**config.mk**
```make
export PLATFORM = sky130hd
export DESIGN_NAME = div_seq_ctrl_flat
export DESIGN_NICKNAME = d
export VERILOG_FILES = /design/src/rtl/div_pkg.sv /design/src/rtl/div_seq_ctrl_if.sv /design/src/rtl/div_iter_step.sv /design/src/rtl/div_seq_ctrl.sv /design/src/flat_wrapper.sv
export SDC_FILE = /design/constraint.sdc
export NUM_CORES = 1
export LEC_CHECK = 0
export ABC_AREA = 1
export CAP_MARGIN = 20
export CORE_MARGIN = 4
export CORE_UTILIZATION = 30
export DETAILED_ROUTE_END_ITERATION = 6
export GPL_TIMING_DRIVEN = 0
export SLEW_MARGIN = 0
export SYNTH_ARGS = -nofsm -noshare
export SYNTH_HDL_FRONTEND = slang
export SYNTH_SLANG_ARGS = --single-unit
```
**constraint.sdc**
```tcl
create_clock -name clk -period 3.1 [get_ports clk]
set_input_delay 0.62 -clock clk [delete_from_list [all_inputs] [get_ports clk]]
set_output_delay 0.62 -clock clk [all_outputs]
set_load 0.1 [all_outputs]
```
**src/rtl/div_pkg.sv**
```systemverilog
// ----------------------------------------------------------------------------
// div_pkg
// Shared definitions for the sequential divider: FSM state encoding, the
// default operand width and the iteration-counter width helper.
// No ports (package).
// ----------------------------------------------------------------------------
package div_pkg;

    localparam int DIV_WIDTH = 32;

    typedef enum logic [1:0] {
        IDLE = 2'd0,
        CALC = 2'd1,
        FIX  = 2'd2,
        DONE = 2'd3
    } div_state_t;

    // Counter must index steps 0 .. width-1.
    function automatic int div_cnt_w(input int width);
        return (width > 1) ? $clog2(width) : 1;
    endfunction

    localparam int DIV_CNT_W = div_cnt_w(DIV_WIDTH);

endpackage

```
**src/rtl/div_seq_ctrl_if.sv**
```systemverilog
// ----------------------------------------------------------------------------
// div_seq_ctrl_if
// Bundle between the ID/EXE pipeline side and the divide sequencer.
//   master (pipeline): drives start, is_sign, dividend, divisor, cancel,
//                      ex_stall; observes stall_req, busy, done, results.
//   slave  (divider):  the opposite directions.
// ----------------------------------------------------------------------------
interface div_seq_ctrl_if
    import div_pkg::*;
#(
    parameter int WIDTH = DIV_WIDTH
);
    logic             start;
    logic             is_sign;
    logic [WIDTH-1:0] dividend;
    logic [WIDTH-1:0] divisor;
    logic             cancel;
    logic             ex_stall;
    logic             stall_req;
    logic             busy;
    logic             done;
    logic [WIDTH-1:0] quotient;
    logic [WIDTH-1:0] remainder;
    logic             div_zero;

    modport master (
        output start, is_sign, dividend, divisor, cancel, ex_stall,
        input  stall_req, busy, done, quotient, remainder, div_zero
    );

    modport slave (
        input  start, is_sign, dividend, divisor, cancel, ex_stall,
        output stall_req, busy, done, quotient, remainder, div_zero
    );

endinterface

```
**src/rtl/div_iter_step.sv**
```systemverilog
// ----------------------------------------------------------------------------
// div_iter_step
// One combinational radix-2 restoring division step on magnitudes.
//   rem_in, quo_in : current partial remainder / quotient-dividend shift pair
//   divisor        : divisor magnitude
//   rem_out,quo_out: pair after shift-left and trial subtract
// ----------------------------------------------------------------------------
module div_iter_step #(
    parameter int WIDTH = 32
) (
    input  logic [WIDTH-1:0] rem_in,
    input  logic [WIDTH-1:0] quo_in,
    input  logic [WIDTH-1:0] divisor,
    output logic [WIDTH-1:0] rem_out,
    output logic [WIDTH-1:0] quo_out
);

    logic [WIDTH:0]   rem_shift;
    logic [WIDTH+1:0] trial;
    logic             unused_trial_bit;

    always_comb begin
        rem_shift = {rem_in, quo_in[WIDTH-1]};
        // Extra top bit acts as the borrow of the WIDTH+1-bit subtraction.
        trial     = {1'b0, rem_shift} - {2'b00, divisor};
        if (!trial[WIDTH+1]) begin
            // A kept difference is always below the divisor, so it fits WIDTH bits.
            rem_out = trial[WIDTH-1:0];
            quo_out = {quo_in[WIDTH-2:0], 1'b1};
        end else begin
            rem_out = rem_shift[WIDTH-1:0];
            quo_out = {quo_in[WIDTH-2:0], 1'b0};
        end
    end

    assign unused_trial_bit = trial[WIDTH];

endmodule

```
**src/rtl/div_seq_ctrl.sv**
```systemverilog
// ----------------------------------------------------------------------------
// div_seq_ctrl
// Multi-cycle DIV/DIVU sequencer sitting behind the ID/EXE register.
//   clk, rst : clock, asynchronous active-high reset
//   bus      : div_seq_ctrl_if.slave
//              in : start, is_sign, dividend, divisor, cancel, ex_stall
//              out: stall_req, busy, done, quotient, remainder, div_zero
// Flow: IDLE latches magnitudes and signs, CALC runs WIDTH restoring steps,
// FIX applies the signs, DONE presents the result until ex_stall drops.
// cancel wins over everything and never touches the result registers.
// ----------------------------------------------------------------------------
module div_seq_ctrl
    import div_pkg::*;
#(
    parameter int WIDTH = DIV_WIDTH
) (
    input  logic         clk,
    input  logic         rst,
    div_seq_ctrl_if.slave bus
);

    localparam int CNT_W = div_cnt_w(WIDTH);

    div_state_t       state, state_nxt;
    logic [CNT_W-1:0] cnt;

    logic [WIDTH-1:0] rem_w, quo_w, dvsr;
    logic             q_neg, r_neg;
    logic [WIDTH-1:0] rem_step, quo_step;

    logic [WIDTH-1:0] quo_r, rem_r;
    logic             dz_r;

    logic             a_neg, b_neg;
    logic [WIDTH-1:0] a_abs, b_abs;
    logic             accept, zero_div;

    always_comb begin
        a_neg    = bus.is_sign & bus.dividend[WIDTH-1];
        b_neg    = bus.is_sign & bus.divisor[WIDTH-1];
        // The most negative value maps to itself, which is its correct magnitude unsigned.
        a_abs    = a_neg ? -bus.dividend : bus.dividend;
        b_abs    = b_neg ? -bus.divisor  : bus.divisor;
        accept   = (state == IDLE) && bus.start && !bus.cancel;
        zero_div = (bus.divisor == '0);
    end

    div_iter_step #(.WIDTH(WIDTH)) u_step (
        .rem_in  (rem_w),
        .quo_in  (quo_w),
        .divisor (dvsr),
        .rem_out (rem_step),
        .quo_out (quo_step)
    );

    always_comb begin
        state_nxt = state;
        unique case (state)
            IDLE:    if (bus.start) state_nxt = zero_div ? DONE : CALC;
            CALC:    if (cnt == CNT_W'(WIDTH - 1)) state_nxt = FIX;
            FIX:     state_nxt = DONE;
            DONE:    if (!bus.ex_stall) state_nxt = IDLE;
            default: state_nxt = IDLE;
        endcase
        if (bus.cancel) state_nxt = IDLE;
    end

    always_ff @(posedge clk or posedge rst) begin
        if (rst) begin
            state <= IDLE;
            cnt   <= '0;
        end else begin
            state <= state_nxt;
            if (accept) cnt <= '0;
            else if (state == CALC) cnt <= cnt + 1'b1;
        end
    end

    // Working registers: only meaningful between acceptance and FIX.
    always_ff @(posedge clk) begin
        if (accept) begin
            rem_w <= '0;
            quo_w <= a_abs;
            dvsr  <= b_abs;
            q_neg <= a_neg ^ b_neg;
            r_neg <= a_neg;
        end else if (state == CALC) begin
            rem_w <= rem_step;
            quo_w <= quo_step;
        end
    end

    always_ff @(posedge clk or posedge rst) begin
        if (rst) begin
            quo_r <= '0;
            rem_r <= '0;
            dz_r  <= 1'b0;
        end else if (!bus.cancel) begin
            if (accept && zero_div) begin
                quo_r <= '1;
                rem_r <= bus.dividend;
                dz_r  <= 1'b1;
            end else if (state == FIX) begin
                quo_r <= q_neg ? -quo_w : quo_w;
                rem_r <= r_neg ? -rem_w : rem_w;
                dz_r  <= 1'b0;
            end
        end
    end

    // stall_req is combinational on start; gated by rst so reset reads all-zero.
    assign bus.stall_req = !rst && !bus.cancel &&
                           (((state == IDLE) && bus.start) || (state == CALC) || (state == FIX));
    assign bus.busy      = (state != IDLE);
    assign bus.done      = (state == DONE) && !bus.cancel;
    assign bus.quotient  = quo_r;
    assign bus.remainder = rem_r;
    assign bus.div_zero  = dz_r;

endmodule

```
**src/flat_wrapper.sv**
```systemverilog
// flat-port wrapper written by rule: the top's interface ports become plain ports
module div_seq_ctrl_flat import div_pkg::*;
#(
    parameter int WIDTH = DIV_WIDTH
)
  (clk, rst, bus_start, bus_is_sign, bus_dividend, bus_divisor, bus_cancel, bus_ex_stall, bus_stall_req, bus_busy, bus_done, bus_quotient, bus_remainder, bus_div_zero);
  div_seq_ctrl_if #(.WIDTH(WIDTH)) bus_i ();
  input  logic clk;
  input  logic rst;
  input wire logic [$bits(bus_i.start)-1:0] bus_start;
  input wire logic [$bits(bus_i.is_sign)-1:0] bus_is_sign;
  input wire logic [$bits(bus_i.dividend)-1:0] bus_dividend;
  input wire logic [$bits(bus_i.divisor)-1:0] bus_divisor;
  input wire logic [$bits(bus_i.cancel)-1:0] bus_cancel;
  input wire logic [$bits(bus_i.ex_stall)-1:0] bus_ex_stall;
  output wire logic [$bits(bus_i.stall_req)-1:0] bus_stall_req;
  output wire logic [$bits(bus_i.busy)-1:0] bus_busy;
  output wire logic [$bits(bus_i.done)-1:0] bus_done;
  output wire logic [$bits(bus_i.quotient)-1:0] bus_quotient;
  output wire logic [$bits(bus_i.remainder)-1:0] bus_remainder;
  output wire logic [$bits(bus_i.div_zero)-1:0] bus_div_zero;
  assign bus_i.start = bus_start;
  assign bus_i.is_sign = bus_is_sign;
  assign bus_i.dividend = bus_dividend;
  assign bus_i.divisor = bus_divisor;
  assign bus_i.cancel = bus_cancel;
  assign bus_i.ex_stall = bus_ex_stall;
  assign bus_stall_req = bus_i.stall_req;
  assign bus_busy = bus_i.busy;
  assign bus_done = bus_i.done;
  assign bus_quotient = bus_i.quotient;
  assign bus_remainder = bus_i.remainder;
  assign bus_div_zero = bus_i.div_zero;
  div_seq_ctrl #(.WIDTH(WIDTH)) u_core (.clk(clk), .rst(rst), .bus(bus_i));
endmodule
```
### Word level (Yosys, flattened, before mapping)

Index checks and enable logic that the tools add are counted.

* memories kept: 0
* memory bits (writable): 0
* logic and storage cells: 66
* output and inout port bits: 68
* latch bits: 0
* ROM bits: 0
* register bits: 170

* bitwise gates (word level): 4
* shifts and indexed selects: 0
* multipliers: 0
* equal/unequal tests: 7
* muxes and demuxes: 22
* reductions and logical operators: 17
* $add $sub $neg: 6
* divide/modulo/power cells: 0
* magnitude comparators: 0

Operators by type and width (count)
* $mux 32: 11
* $neg 32->32: 4
* $sub 33x32->34: 1
* $logic_not 32->1: 1
* $mux 2: 5
* $mux 5: 2
* $pmux 2 s4: 1
* $logic_and 1x1->1: 6
* $ne 3x3->1 const B: 2
* $reduce_bool 2->1: 3
* $add 5x1->5 const B: 1
* $eq 5x5->1 const B: 1
* $eq 2x2->1 const B: 2
* $mux 1: 3
* $ne 3x2->1 const B: 1
* $reduce_and 3->1: 1
* $and 1x1->1: 2
* $eq 2x1->1 const B: 1
* $logic_not 1->1: 2
* $logic_not 2->1: 1
* $logic_or 1x1->1: 2
* $reduce_and 2->1: 1
* $not 1->1: 1
* $xor 1x1->1: 1

### Longest topological paths before layout

Gate-level depths: netlist (run 1).

* depth after elaboration: 6
* mapped depth: 17

### Hierarchy

From an unflattened synthesis (run 1), not the netlist that was laid out.

* cells, all modules: 2151
* area, all modules: 13800.7 um^2

By module, submodules not included
* div_seq_ctrl: instances 1, area an instance 10442.5 um^2, cells each 1481
* div_iter_step: instances 1, area an instance 3358.2 um^2, cells each 670

### Worst setup path before layout (run 1)

OpenSTA, ideal clock, no wires.

* path type: reg2out
* start: reg u_core.state[1]
* end: out bus_stall_req
* arrival time: 3.285 ns
* data required time: 2.480 ns
* setup slack: -0.805 ns
* cell stages (with the launch flop): 5
* path buffers: 0
* cell sequence: dfrtp_1 inv_1 ha_1 inv_1 a311oi_1

* longest elaborated chain between the ends: 5

RTL lines
* start, declared: line div_seq_ctrl.sv:24 `div_state_t state, state_nxt;`
* start signal, assigned: line div_seq_ctrl.sv:73 `state <= state_nxt;`
* $logic_not 2->1: line div_seq_ctrl.sv:113 `(((state == IDLE) && bus.start) || (state == CALC) || (state == FIX));`
* $logic_and 1x1->1: line div_seq_ctrl.sv:113
* $logic_or 1x1->1: line div_seq_ctrl.sv:113
* $logic_or 1x1->1 *: line div_seq_ctrl.sv:113
* $logic_and 1x1->1 *: line div_seq_ctrl.sv:112 `assign bus.stall_req = !rst && !bus.cancel &&`
* end, declared: line flat_wrapper.sv:16 `output wire logic [$bits(bus_i.stall_req)-1:0] bus_stall_req;`

Mark *: on every way between the ends. The rest lies on a longest branch, timed or not.

### Worst setup path in the final report (run 1)

* start: reg u_core.state[1]
* end: out bus_busy

* longest elaborated chain between the ends: 1

RTL lines
* $reduce_bool 2->1: line div_seq_ctrl.sv:114 `assign bus.busy = (state != IDLE);`
* end, declared: line flat_wrapper.sv:17 `output wire logic [$bits(bus_i.busy)-1:0] bus_busy;`

No other way between the ends.

==> run summary, run 1 <==
Status = finished clean
RR Startpoint = u_core.quo_w[31]
Max Fclk = 0.336 GHz
Max VDD drop = 1.58 mV
Clock Pin Slew Worst Setup and Hold Paths = 0.07 ns
Rows = 75
Synth cell types = 50
Drt first pass iters = 6
Cell chain of the critical path = inv_1 -> ha_1 -> inv_1 -> clkdlybuf4s50_1
Leakage = 7.46 nW
Post-route clock period utilization = 96.0%
Cells after synthesis = 1916
WP data required = 2.48 ns
Core Region = 42100 um2
CP max FO = 4
Yosys warns = 0
Worst-Skew Late Latency = 0.45 ns
H-tree Lvls = 4
Diodes inserted = 0
Routability congestion estimate = 0.968
CP peak stage delay = 1.13 ns
Fin crit period = 2.98 ns
Final hold violations = 0
Final setup viols = 0
TritonCTS Sinks = 170
Hold_buf cts = 0
Pin count of the biggest net entering global routing = 70
Die Y = 215 um
Port buffer count = 137
Minimum setup slack among reg-to-reg paths = 0.30 ns
Sequential share of the synthesized area = 34.5%
CTS tree = built
Clock tree buffer depth = 2
DRT Wirelength = 45.0 mm
GRT Util Overall = 19.1%
Vias in the first global route = 12200
HP Class = input pin to async pin
Total CTS buffers = 17
Area grow syn2layout = 21.0%
DRC = 0
Gr ovfl total = 0
Root buffer cell = clkbuf_16
# Post-CTS Setup Buffers = 0
Nets = 2189
Top-area cell type share of the netlist area = 17.5%
Startpoint Class = register
Fin area = 15500 um2
Via count = 12900
First-pass GRT wire length = 69.2 mm
Seq cells post-synth = 170
Cell repeated most along the worst path = inv_1
Die width = 215 um
Iter 0 DRT Violations = 1101
Initial antenna violation count = 0
Most frequent cells in the layout = 600 x nand2_1, 274 x inv_1, 191 x nand3_1
Commonest non-fill, non-tap cell in the layout = nand2_1
Vias per cell = 4.92
Highest-delay cell along the critical path = clkdlybuf4s50_1
Unrepaired setup endpoints after global routing = no
Avg Inst Size Synth = 6.70 um2
Reg2reg end = u_core.rem_w[16]
Pwr Total = 16.3 mW
Max cap viols = 0
Post-DP HPWL = 37.4 mm
Die Footprint = 46200 um2
Fraction of layout cells with a size suffix above 1 = 5.17%
Antenna Nets Post-Route = 0
Data arrival, critical path = 2.36 ns
Reg2reg path depth = 13
Yosys top cell by area = nand2_1
Hold_ws = 0.453 ns
Worst-margin pin slew = 1.09 ns
Synthesized area = 12800 um2
Worst Skew = 0.0157 ns
Dpl cell area = 15000 um2
Power density over the cells = 1050 nW/um2
Worst rel slew slack = 26.9%
Crit path capture type = output pin
Initial Utilization = 30.5%
Setup CP Type = register to output pin
Slew Limit Fails = 0
Top post-synthesis cells by area = nand2_1 18%, edfxtp_1 15%, dfrtp_1 14%
I/O pin total = 138
Wire per inst = 17.1 um
Syn nets = 2030
-- final cells by class --
class,instances,area [um2]
clock buffers,19,433
flip-flops and latches,170,4420
inverters,282,1060
fillers,4481,26600
clock inverters,13,133
plain buffers,50,255
repair buffers,140,1440
multi-input cells,1414,7110
well taps,539,674
-- state kept, by name, summed over array words and instances, names as in the netlist --
register / count
u_core.state: 2
u_core.rem_w: 32
u_core.cnt: 5
u_core.dvsr: 32
u_core.bus.quotient: 32
u_core.q_neg: 1
u_core.r_neg: 1
u_core.bus.remainder: 32
u_core.quo_w: 32
u_core.bus.div_zero: 1
-- routing by layer --
metal | share of wire, % | GRT usage (%) | up-vias | wire length, um
li1 | - | - | 6421 | -
met1 | 48 | 28.0 | 6007 | 21800
met2 | 42 | 28.7 | 438 | 18900
met3 | 7.1 | 3.47 | 52 | 3200
met4 | 2.4 | 5.36 | 0 | 1070
met5 | 0 | 0 | - | 0
-- how the worst max path moves through the flow --
stage | from | endpoint | slack, ns | cells past startpoint
after floorplan | u_core.state[0] | u_core.quo_w[23] | 0.25 | 7
final | u_core.state[1] | bus_busy | 0.12 | 4
after global routing | u_core.quo_w[31] | u_core.rem_w[28] | 0.008 | 16
after global placement | bus_cancel | u_core.quo_w[23] | -1.31 | 5
after detailed placement | bus_divisor[25] | u_core.bus.remainder[18] | -0.14 | 12
after CTS | bus_cancel | bus_done | 0.03 | 3
-- power breakdown --
group / switching [mW] / internal, mW / total, mW
Sequential: 0.727 / 3.28 / 4.00
Combinational: 7.37 / 2.77 / 10.1
Clock: 1.07 / 1.07 / 2.14
-- stage by stage --
stage	util (%)	setup WS, ns	cells	setup TNS (ns)
6_report	36.9	0.123	2627	0
4_1_cts	36.9	0.0327	2627	0
3_3_place_gp	35.3	-1.31	2592	-139.11
2_1_floorplan	-	0.251	1916	0
3_5_place_dp	35.5	-0.138	2595	-3.97
5_1_grt	36.9	0.00807	2627	0
-- logic make-up after synthesis --
kind of cell / synth area share, %
AO/OA/AOI/OAI: 8.06
XOR/XNOR: 6.82
adder cells (fa/ha/maj): 4.35
buffers and inverters: 10.2
flip-flops: 34.5
AND/OR/NAND/NOR: 36.1
-- synthesized netlist by cell type (all sizes together) --
library cell and instances:
clkbuf 29, fa 1, a21boi 1, ha 43, nand3 193, o21bai 3, o31ai 3, buf 21
o22ai 1, and3 1, a31oi 3, o22a 3, nand2 605, xnor2 26, dfrtp 72, a22oi 3
a21oi 57, nand4 26, and2 4, edfxtp 66, clkinv 2, o221ai 1, o211ai 17, dfxtp 32
nor4 4, nor2 206, xor2 74, or2 7, a21o 1, o21ai 85, a311oi 1, nor3 37
nand3b 8, inv 280
-- critical path, delay by kind of cell (launching register included) --
family	cells	cell delay (ns)
buffers and inverters	3	1.32
DFF	1	0.39
adders and majority gates	1	0.20
-- what timing repair did --
action / 4_1_cts / 5_1_grt
pin swaps: 0 / 0
resized for setup: 3 / 1
hold endpoints to repair: 0 / 0
setup endpoints to repair: 1 / 1
No activity file was read; power rests on OpenSTA's default activity.
==> inputs of run 2 (changes only) <==
Settings changed: GPL_TIMING_DRIVEN 0 to unset.
==> run 2 against run 1 <==
- the flow now finishes with violations (DRC)
- clock-buffer cell count increased by 1
- combinational power is essentially flat
- global-route usage shrank 1.0 points
- flip-flop and latch count did not move
- critical path type is now register to register
- critical endpoint is now u_core.rem_w[28]
- core utilization down 0.37 points
- clock power grew 2%
- via count decreased by 2.1%
- cell area down 1.0%
- worst setup slack better by 0.21 ns
==> run summary, run 2 (synthesis gave the netlist of run 1 again) <==
Status = finished with violations
Failing checks = DRC
Initial Utilization = 30.5%
Commonest non-fill, non-tap cell in the layout = nand2_1
GRT Util Overall = 18.0%
Port buffer count = 137
Iter 0 DRT Violations = 1119
Startpoint Class = register
Clock tree buffer depth = 2
Hold_buf cts = 0
Crit path capture type = register
Die Y = 215 um
Min setup slack post-route = 0.332 ns
H-tree Lvls = 4
Data arrival, critical path = 3.11 ns
CP startpoint = u_core.quo_w[31]
Nets = 2165
Hold path startpoint = u_core.rem_w[1]
Area grow syn2layout = 19.8%
Routability congestion estimate = 0.939
Final setup viols = 0
Die width = 215 um
Unrepaired setup endpoints after global routing = no
Vias per cell = 4.86
WP data required = 3.44 ns
Leakage = 7.55 nW
CP peak stage delay = 0.45 ns
DRC = 1
CP max FO = 4
Most frequent cells in the layout = 600 x nand2_1, 274 x inv_1, 191 x nand3_1
Gr ovfl total = 0
Max cap viols = 0
Placement-stage worst setup slack = 0.0731 ns
Antenna Nets Post-Route = 0
Total CTS buffers = 17
I/O pin total = 138
Fin cells = 2603
Drt first pass iters = 7
RR Startpoint = u_core.quo_w[31]
HP Class = register to register
Final hold violations = 0
Post-DP HPWL = 34.8 mm
Die Footprint = 46200 um2
Rows = 75
Worst-margin pin slew = 0.887 ns
Initial antenna violation count = 0
Root buffer cell = clkbuf_16
Core Region = 42100 um2
Power density over the cells = 1050 nW/um2
Highest-delay cell along the critical path = fa_1
Via count = 12600
DRT Wirelength = 42.8 mm
# Post-CTS Setup Buffers = 0
Pwr Total = 16.1 mW
Fraction of layout cells with a size suffix above 1 = 8.72%
Post_cts resized = 0
Post-route clock period utilization = 89.3%
Diodes inserted = 0
Setup tns final = 0 ns
Clock Pin Slew Worst Setup and Hold Paths = 0.08 ns
Worst rel slew slack = 40.9%
Wire per inst = 16.4 um
Setup CP Type = register to register
Placed Cells = 2571
Worst-Skew Late Latency = 0.45 ns
Fin crit period = 2.77 ns
Slew Limit Fails = 0
First-pass GRT wire length = 66.5 mm
Cell repeated most along the worst path = nand2_1
Max VDD drop = 0.997 mV
TritonCTS Sinks = 170
Vias in the first global route = 12100
Worst Skew = 0.0178 ns
Pin count of the biggest net entering global routing = 43
CTS tree = built
Cell chain of the critical path = inv_1 -> ha_1 -> inv_1 -> fa_1 -> nand3_1 -> nand3_1 -> nand2_1 -> nand2_1 -> nand2_1 -> nand2_1 -> nand2_1 -> nand2_1 -> nand2_1 -> nand3_1 -> nand2_1 -> nand2_1
Max Fclk = 0.361 GHz
Utilization after layout = 36.5%
==> run 2: area by class of cell <==
type | count | area (um2)
flip-flops and latches | 170 | 4420
fillers | 4455 | 26800
well taps | 539 | 674
clock inverters | 12 | 124
multi-input cells | 1414 | 7120
clock buffers | 20 | 458
repair buffers | 166 | 1520
inverters | 282 | 1060
==> run 2: final timing paths <==
kind                                      endpoint  slack (ns)  cells after the start
setup / recovery                  u_core.rem_w[28]        0.33                     16
hold / removal                     u_core.rem_w[1]        0.49                      2
hold reg to reg                    u_core.rem_w[1]        0.49                      2
setup reg to reg                  u_core.rem_w[28]        0.33                     16
max in group asynchronous  u_core.bus.quotient[13]        1.75                      3
min in group asynchronous            u_core.cnt[2]        0.69                      2
==> run 2: stage by stage <==
stage | hold WS, ns | instance area [um2]
2_1_floorplan | 0.448 | 12800
3_3_place_gp | 0.472 | 14800
3_5_place_dp | 0.478 | 14800
4_1_cts | 0.490 | 15400
5_1_grt | 0.519 | 15400
6_report | 0.488 | 15400
==> run 2: layer usage <==
metal  up-vias  global-route usage, %  wire length, um  share of wire [%]
met1      5832                   25.5            20100                 47
met5         -                      0                0                  0
met4         0                   4.26              665                1.6
li1       6373                      -                -                  -
met2       404                   29.3            19300                 45
met3        38                   2.58             2650                6.2
==> run 2: worst max-delay path: cells and delay by family (launching register included) <==
kind | cells | cell delay, ns
AND/OR/NAND/NOR | 12 | 1.27
adder cells (fa/ha/maj) | 2 | 0.67
flip-flops | 1 | 0.42
buffers and inverters | 2 | 0.28
==> run 2: where the power goes <==
group          internal (mW)  switching [mW]
logic                   2.63            7.25
clock network           1.18           0.998
registers               3.28           0.765
